File: src/rtl/keypad_scanner_sj.sv
// rtl/keypad_scanner_sj.sv - 4x4 matrix keypad scanner with press/release debounce and two-digit key history
module keypad_scanner_sj #(
  parameter int SCAN_DIV     = 1000,
  parameter int DEBOUNCE_CNT = 50000
) (
  input  logic       clk,
  input  logic       reset,
  input  logic [3:0] rows,
  output logic [3:0] cols,
  output logic [3:0] s1,
  output logic [3:0] s2,
  output logic       key_valid
);

  localparam int SCAN_W = (SCAN_DIV > 1) ? $clog2(SCAN_DIV) : 1;
  localparam int DEB_W  = (DEBOUNCE_CNT > 1) ? $clog2(DEBOUNCE_CNT) : 1;
  localparam logic [SCAN_W-1:0] SCAN_LAST = SCAN_W'(SCAN_DIV - 1);
  localparam logic [DEB_W-1:0]  DEB_LAST  = DEB_W'(DEBOUNCE_CNT - 1);

  typedef enum logic [1:0] {
    SCAN             = 2'd0,
    DEBOUNCE_PRESS   = 2'd1,
    HELD             = 2'd2,
    DEBOUNCE_RELEASE = 2'd3
  } state_t;

  state_t              state_q, state_nxt;
  logic [1:0]          col_q, col_nxt;
  logic [1:0]          row_q, row_nxt;
  logic [SCAN_W-1:0]   scan_cnt_q, scan_cnt_nxt;
  logic [DEB_W-1:0]    deb_cnt_q, deb_cnt_nxt;
  logic [3:0]          s1_q, s1_nxt;
  logic [3:0]          s2_q, s2_nxt;
  logic                kv_q, kv_nxt;
  logic [3:0]          rows_meta;
  logic [3:0]          rows_sync;

  logic                any_low;
  logic                all_high;
  logic                latched_low;
  logic [1:0]          low_row;

  // Map a (row, column) position onto the printed legend of the keypad.
  function automatic logic [3:0] key_code(input logic [1:0] r, input logic [1:0] c);
    logic [3:0] code;
    case ({r, c})
      4'h0: code = 4'h1;
      4'h1: code = 4'h2;
      4'h2: code = 4'h3;
      4'h3: code = 4'hA;
      4'h4: code = 4'h4;
      4'h5: code = 4'h5;
      4'h6: code = 4'h6;
      4'h7: code = 4'hB;
      4'h8: code = 4'h7;
      4'h9: code = 4'h8;
      4'hA: code = 4'h9;
      4'hB: code = 4'hC;
      4'hC: code = 4'hE;
      4'hD: code = 4'h0;
      4'hE: code = 4'hF;
      default: code = 4'hD;
    endcase
    return code;
  endfunction

  // Two-flop synchronizer for the asynchronous row lines; idles high like the pull-ups.
  always_ff @(posedge clk or negedge reset) begin
    if (!reset) begin
      rows_meta <= 4'hF;
      rows_sync <= 4'hF;
    end else begin
      rows_meta <= rows;
      rows_sync <= rows_meta;
    end
  end

  assign any_low     = ~(&rows_sync);
  assign all_high    = &rows_sync;
  assign latched_low = ~rows_sync[row_q];

  // Lowest-index active row wins when several rows are pulled low together.
  always_comb begin
    low_row = 2'd3;
    if (!rows_sync[0])      low_row = 2'd0;
    else if (!rows_sync[1]) low_row = 2'd1;
    else if (!rows_sync[2]) low_row = 2'd2;
  end

  // Registered state: FSM, column pointer, latched row, counters and key history.
  always_ff @(posedge clk or negedge reset) begin
    if (!reset) begin
      state_q    <= SCAN;
      col_q      <= 2'd0;
      row_q      <= 2'd0;
      scan_cnt_q <= '0;
      deb_cnt_q  <= '0;
      s1_q       <= 4'h0;
      s2_q       <= 4'h0;
      kv_q       <= 1'b0;
    end else begin
      state_q    <= state_nxt;
      col_q      <= col_nxt;
      row_q      <= row_nxt;
      scan_cnt_q <= scan_cnt_nxt;
      deb_cnt_q  <= deb_cnt_nxt;
      s1_q       <= s1_nxt;
      s2_q       <= s2_nxt;
      kv_q       <= kv_nxt;
    end
  end

  // Next-state logic: scan columns, debounce the press, hold, debounce the release.
  always_comb begin
    state_nxt    = state_q;
    col_nxt      = col_q;
    row_nxt      = row_q;
    scan_cnt_nxt = scan_cnt_q;
    deb_cnt_nxt  = deb_cnt_q;
    s1_nxt       = s1_q;
    s2_nxt       = s2_q;
    kv_nxt       = 1'b0;

    case (state_q)
      SCAN: begin
        if (scan_cnt_q == SCAN_LAST) begin
          scan_cnt_nxt = '0;
          if (any_low) begin
            // Column stays frozen; only the row is captured.
            state_nxt   = DEBOUNCE_PRESS;
            row_nxt     = low_row;
            deb_cnt_nxt = '0;
          end else begin
            col_nxt = col_q + 2'd1;
          end
        end else begin
          scan_cnt_nxt = scan_cnt_q + SCAN_W'(1);
        end
      end

      DEBOUNCE_PRESS: begin
        if (latched_low) begin
          if (deb_cnt_q == DEB_LAST) begin
            state_nxt   = HELD;
            deb_cnt_nxt = '0;
            s2_nxt      = s1_q;
            s1_nxt      = key_code(row_q, col_q);
            kv_nxt      = 1'b1;
          end else begin
            deb_cnt_nxt = deb_cnt_q + DEB_W'(1);
          end
        end else begin
          // Bounce: give up on this key and move on to the next column.
          state_nxt    = SCAN;
          col_nxt      = col_q + 2'd1;
          scan_cnt_nxt = '0;
          deb_cnt_nxt  = '0;
        end
      end

      HELD: begin
        if (all_high) begin
          state_nxt   = DEBOUNCE_RELEASE;
          deb_cnt_nxt = '0;
        end
      end

      DEBOUNCE_RELEASE: begin
        if (!all_high) begin
          state_nxt   = HELD;
          deb_cnt_nxt = '0;
        end else if (deb_cnt_q == DEB_LAST) begin
          state_nxt    = SCAN;
          col_nxt      = col_q + 2'd1;
          scan_cnt_nxt = '0;
          deb_cnt_nxt  = '0;
        end else begin
          deb_cnt_nxt = deb_cnt_q + DEB_W'(1);
        end
      end

      default: begin
        state_nxt = SCAN;
      end
    endcase
  end

  assign cols      = ~(4'b0001 << col_q);
  assign s1        = s1_q;
  assign s2        = s2_q;
  assign key_valid = kv_q;

endmodule

File: config.mk
export PLATFORM = sky130hd
export DESIGN_NAME = keypad_scanner_sj
export DESIGN_NICKNAME = d
export VERILOG_FILES = /design/src/rtl/keypad_scanner_sj.sv
export SDC_FILE = /design/constraint.sdc
export NUM_CORES = 1
export LEC_CHECK = 0
export BUFFER_PORTS_ARGS = -buffer_cell sky130_fd_sc_hd__clkbuf_2
export CAP_MARGIN = 30
export CORE_MARGIN = 4
export CORE_UTILIZATION = 60
export CTS_CLUSTER_SIZE = 12
export DETAILED_ROUTE_END_ITERATION = 16
export GPL_TIMING_DRIVEN = 0
export MAX_ROUTING_LAYER = met4
export PLACE_DENSITY = 0.77
export SYNTH_ARGS = -nofsm -noshare
export SYNTH_HDL_FRONTEND = slang
export SYNTH_SLANG_ARGS = --single-unit
export TNS_END_PERCENT = 5
File: constraint.sdc
create_clock -name clk -period 5.9 [get_ports clk]
set_clock_uncertainty 0.1 [all_clocks]
set_input_delay 0.59 -clock clk [delete_from_list [all_inputs] [get_ports clk]]
set_output_delay 0.59 -clock clk [all_outputs]
set_load 0.01 [all_outputs]
==> flow_metrics.tcl, run 1 <==
set metrics [dict create \
    path_class "register to register" \
    ctsHoldBuffers 0 \
    antenna_found_initial 0 \
    period_needed_ns 2.43 \
    grt_setup_unrepaired "false" \
    grt_pass1_vias 1973 \
    cp_data_required_time_ns 5.99 \
    ioPinCount 19 \
    crit_arrival_ns 2.52 \
    endpoint_kind "register" \
    routed_wirelength_um 5090 \
    pwr-share-seq 0.568 \
    clkPwrFrac 0.412 \
    p_leak_uw 0.00126 \
    async_flop_share 1.00 \
    gp_congestion 0.853 \
    relSlewSlack 0.504 \
    die_width_um 72.8 \
    track_usage 0.225 \
    fp.dieH_um 72.8 \
    post_cts_buffers 0 \
    yosysTopAreaCellShare 0.408 \
    setup-tns-final_ns 0 \
    gr-total-overflow 0 \
    vias_per_cell 6.00 \
    root_buffer "clkbuf_8" \
    portBuffers 18 \
    ir_drop_mv 0.111 \
    setup_viol 0 \
    cts_max_level 2 \
    yosysUniqueCellTypes 49 \
    layout-drive-gt1-share 0.177 \
    syn_area_per_cell_um2 10.1 \
    cts_tree "built" \
    cts-resized-gates 0 \
    cap_violations 0 \
    area.growth.synth_to_final_pct 11.9 \
    syn_inst 250 \
    clock_sinks 49 \
    cp_max_fo 8 \
    ys.flop_type "dfrtp_1" \
    power_density_mw_per_mm2 214 \
    grt_pass1_wl_um 9030 \
    vias 1963 \
    diodes 0 \
    power.net_switching_uw 120 \
    drtAntennaViolNets 0 \
    sw_frac_of_total 0.199 \
    coreArea_mm2 0.00403 \
    numCtsBuffers 5 \
    synth_area_leaders "dfrtp_1, dfstp_2, nand2_1" \
    fill_cells 327 \
    crit_path_start_kind "register" \
    period_share 0.412 \
    ys_ff_latch 49 \
    hold_viol_final 0 \
    final_nets 290 \
    synth_area_mm2 0.00252 \
    die_area_mm2 0.00529 \
    outcome "complete, no violations" \
    yosysSeqAreaShare 0.491 \
    hpwl_um 3670 \
    synth-edff-count 0 \
    layout_commonest_cell "dfrtp_1" \
    finalPower_uw 602 \
    rows 23 \
    clk_pin_slew_ns 0.09 \
    intPower_uw 482 \
    drcViolationCount 0 \
    fmax_mhz 411 \
    synth_area_leader_cell "dfrtp_1" \
    maxSlewViolCount 0 \
    grt_max_degree 29 \
    drt_pass1_iterations 4 \
    initial_core_util 0.625 \
    wl_per_cell_um 15.6 \
    p_comb_frac 0.020 \
    clock_latency_ns 0.30 \
    mostFrequentLayoutCells "dfrtp_1, nand2_1, clkbuf_2" \
    cts_max_path_buffers 2 \
    initialDrtViolationCount 71 \
    tightestPinTransition_ns 0.745 \
    synth_nets 264 \
    worstHoldPathType "input port to async pin" \
    synth-warning-count 0 \
]
registers in the layout, indices dropped and copies added (netlist names):
register    count
col_q           2
deb_cnt_q      16
key_valid       1
row_q           2
rows_meta       4
rows_sync       4
s1              4
s2              4
scan_cnt_q     10
state_q         2
cells by family (layout without fill, tap and decap cells):
group,count (synthesis),in the layout,share of synthesized area
AO/OA/AOI/OAI,64,64,0.176
flip-flops,49,49,0.491
AND/OR/NAND/NOR,99,99,0.205
multiplexers,8,8,0.0423
XOR/XNOR,3,3,0.0104
buffers and inverters,19,46,0.0353
adder cells (fa/ha/maj),8,8,0.0398
critical path, cell delays in order, from the launching register on:
cell      delay, ns
dfrtp_1        0.39
ha_1           0.20
and2_1         0.13
clkbuf_1       0.23
nand3_1        0.27
o31ai_2        0.61
o21ai_0        0.18
a22o_1         0.21
per-stage QoR:
stage	setup slack (ns)	hold WS (ns)	util	cell area, um^2	cells
final	3.47	0.239	0.699	2820	327
after global routing	3.26	0.251	0.699	2820	327
after CTS	3.50	0.254	0.699	2820	327
after detailed placement	3.55	0.247	0.669	2700	319
after global placement	3.57	0.246	0.662	2670	318
after floorplan	3.77	0.194	-	2520	250
final cells by class:
class,count,area [um^2],share of cell area
plain buffers,10,55.1,0.0195
clock buffers,6,82.6,0.0293
clock inverters,2,37.5,0.0133
inverters,9,33.8,0.0120
multi-input cells,182,1190,0.423
flip-flops and latches,49,1240,0.439
well taps,50,62.6,0.0222
repair buffers,19,118,0.0418
metal layers:
layer,global-route usage,wire length (um),vias up
met5,-,0,-
met4,0.0902,99,0
met3,0.0441,165,9
met2,0.348,2500,35
met1,0.294,2330,954
li1,-,-,965
power by group through the flow:
| stage | logic (uW) | registers, uW | clock network, uW |
|---|---|---|---|
| floorplan | 1.52 | 348 | 0 |
| global placement | 10.1 | 348 | 0 |
| detailed placement | 12.6 | 349 | 0 |
| CTS | 12.8 | 342 | 256 |
| global route | 14.0 | 342 | 266 |
| finish | 12.0 | 342 | 248 |
worst paths after layout:
| kind | start | endpoint | slack, ns | cells after the start |
|---|---|---|---|---|
| worst max register to register | scan_cnt_q[0] | deb_cnt_q[5] | 3.47 | 7 |
| min in group clk | rows_meta[1] | rows_sync[1] | 0.26 | 0 |
| worst min-delay path | reset | scan_cnt_q[1] | 0.24 | 1 |
| max in group asynchronous | reset | rows_meta[3] | 4.83 | 2 |
| worst min register to register | rows_meta[1] | rows_sync[1] | 0.26 | 0 |
| worst max-delay path | scan_cnt_q[0] | deb_cnt_q[5] | 3.47 | 7 |
cells in the mapped netlist (4+ instances only):
cell and count:
nand2_1 39, a21oi_1 9, nand2b_1 5, nand4_1 4, dfstp_2 8, a22o_1 4
clkbuf_1 4, and3_1 7, ha_1 8, nor2_1 10, inv_1 9, dfrtp_1 41
mux2i_1 5, o21ai_0 16, a31oi_1 14, nor3_1 5, a21o_1 5, nand3_1 10
No activity file was read; power rests on OpenSTA's default activity.
==> inputs of run 2 (changes only) <==
ABC_AREA = 1   (was not set)
CORE_UTILIZATION = 55   (was 60)
PLACE_DENSITY = 0.73   (was 0.77)
clock period = 2.15 ns   (was 5.9 ns; I/O delays follow)
==> flow_metrics.tcl, run 2 <==
set metrics [dict create \
    yosysUniqueCellTypes 33 \
    wl_per_cell_um 13.0 \
    grt_pass1_wl_um 10900 \
    drcViolationCount 0 \
    period_share 0.900 \
    yosys-top-cells-count "nand2_1, nor2_1, dfrtp_1, inv_1, nand3_1" \
    track_usage 0.214 \
    hpwl_um 4790 \
    cap_violations 0 \
    p_leak_uw 0.00163 \
    async_flop_share 1.00 \
    multi_input_area_mm2 0.00153 \
    vias 2668 \
    largest_reg_flops 16 \
    power_density_mw_per_mm2 484 \
    clock_latency_ns 0.29 \
    yosysTopAreaCellShare 0.339 \
    ioPinCount 19 \
    crit_path_start_kind "register" \
    syn_area_per_cell_um2 7.68 \
    initialDrtViolationCount 194 \
    numCtsBuffers 5 \
    syn_inst 394 \
    yosysSeqAreaShare 0.409 \
    grt_pass1_vias 2418 \
    synth_area_mm2 0.00302 \
    routed_wirelength_um 6470 \
    layout-drive-gt1-share 0.221 \
    use_met2 0.353 \
    layout_commonest_cell "nand2_1" \
    coreArea_mm2 0.00520 \
    hold_viol_final 0 \
    root_buffer "clkbuf_8" \
    setup_viol 0 \
    post-synth-top-count-cell "nand2_1" \
    tightestPinTransition_ns 0.594 \
    crit_arrival_ns 2.03 \
    synth-warning-count 0 \
    synth_area_leader_cell "dfrtp_1" \
    rows 26 \
    gp_congestion 0.925 \
    ys_ff_latch 49 \
    period_needed_ns 1.94 \
    diodes 0 \
    final_cells 496 \
    synth_area_leaders "dfrtp_1, nand2_1, dfstp_2" \
    outcome "complete, no violations" \
    die_area_mm2 0.00675 \
    setup-tns-final_ns 0 \
    ff_latch_area_mm2 0.00124 \
    use_met3 0.0369 \
    fmax_mhz 517 \
    final_nets 439 \
    cts_max_level 2 \
    maxSlewViolCount 0 \
    synth_nets 408 \
    slowest_delay_ns 0.46 \
    drt_pass1_iterations 5 \
    endpoint_kind "register" \
    path_cells "ha_1 > nand2_1 > nor2_2 > nand3_4 > nand2_4 > nand2_4 > inv_2 > nand2_2 > nand2_1 > nor2_1" \
    initial_core_util 0.581 \
    path_class "register to register" \
    mostFrequentLayoutCells "nand2_1, nor2_1, dfrtp_1" \
    crit_slowest_cell "dfrtp_1" \
    die_width_um 82.2 \
    gr-total-overflow 0 \
    synth-edff-count 0 \
    reg_top3 "deb_cnt_q: 16 flops, scan_cnt_q: 10 flops" \
    grt_setup_unrepaired "false" \
    ir_drop_mv 0.348 \
    grt_max_degree 28 \
    worstHoldPathType "register to register" \
    fill_cells 459 \
    grt-busiest-layer "met2" \
    cp_max_fo 10 \
    vias_per_cell 5.38 \
    post_cts_buffers 0 \
    drtAntennaViolNets 0 \
    antenna_found_initial 0 \
    regMostFlops "deb_cnt_q" \
    clock_sinks 49 \
    fp.dieH_um 82.2 \
    cts_tree "built" \
    relSlewSlack 0.604 \
    cp_data_required_time_ns 2.24 \
    ys.flop_type "dfrtp_1" \
    met1_usage 0.276 \
    dpl.cell_count 483 \
    cts_max_path_buffers 2 \
    clk_pin_slew_ns 0.09 \
    portBuffers 18 \
    area.growth.synth_to_final_pct 11.8 \
]
[run 2: changes by cell type in the layout (fill, tap and decap cells not counted), sizes merged, moves of 7 or more]
cell | previous run | this run
nor2 | 10 | 59
and3 | 7 | 0
inv | 9 | 47
nand4 | 4 | 26
nand3 | 10 | 32
a31oi | 14 | 0
nand2 | 39 | 114
[run 2: critical path, delay by kind of cell, from the launching register on]
kind                       cells  cell delay (ns)
buffers and inverters          1             0.10
DFF                            1             0.46
adders and majority gates      1             0.20
and+or+nand+nor                8             0.96
[run 2: cell families (layout without fill, tap and decap cells)]
group,Yosys count,in the layout,synth area share
xor gates and xnor gates,4,4,0.0116
and+or+nand+nor,241,241,0.386
AOI/OAI and AO/OA,35,35,0.0749
buffers and inverters,57,89,0.0861
adders and majority gates,8,8,0.0331
DFF,49,49,0.409
[run 2: layer usage]
metal  vias up  part of all wire
met2        74              0.47
met4         0            0.0083
li1       1336                 -
met3         7             0.047
met5         -                 0
met1      1251              0.47
[run 2: metrics by stage]
stage / utilization / hold slack (ns) / worst slack [ns] / area, um^2 / total power, uW
2_1_floorplan: - / -0.181 / 0.506 / 3020 / 967
3_3_place_gp: 0.615 / 0.203 / 0.170 / 3200 / 992
3_5_place_dp: 0.619 / 0.151 / 0.149 / 3220 / 998
4_1_cts: 0.649 / 0.260 / 0.131 / 3380 / 1650
5_1_grt: 0.650 / 0.266 / 0.0871 / 3380 / 1700
6_report: 0.650 / 0.259 / 0.214 / 3380 / 1640
[run 2: area by class of cell]
cell class / count / share of cell area
sequential: 49 / 0.366
inverter: 48 / 0.0533
tap: 70 / 0.0259
clock inverter: 2 / 0.0104
buffer: 9 / 0.0237
clock buffer: 6 / 0.0215
multi-input combinational: 288 / 0.452
timing repair buffer: 24 / 0.0474
[run 2: final timing paths]
kind / startpoint / end / slack [ns] / cells past startpoint
setup / recovery: scan_cnt_q[0] / deb_cnt_q[4] / 0.21 / 10
hold / removal: rows_meta[0] / rows_sync[0] / 0.26 / 0
setup reg to reg: scan_cnt_q[0] / deb_cnt_q[4] / 0.21 / 10
hold reg to reg: rows_meta[0] / rows_sync[0] / 0.26 / 0
max in group asynchronous: reset / rows_meta[2] / 0.98 / 3
min in group asynchronous: reset / row_q[0] / 0.35 / 2
[run 2: timing repair]
item	4_1_cts	5_1_grt
gates resized for setup	0	1
setup endpoints to repair	0	2
hold endpoints to repair	24	0
hold buffers	5	0
[run 2: report_power, final]
part           total, uW  switching [uW]  internal (uW)  leakage, uW
clock network        650             304            346    0.0000552
registers            938            3.58            935     0.000643
logic               47.7            31.0           16.7     0.000929
total               1640             339           1300      0.00163
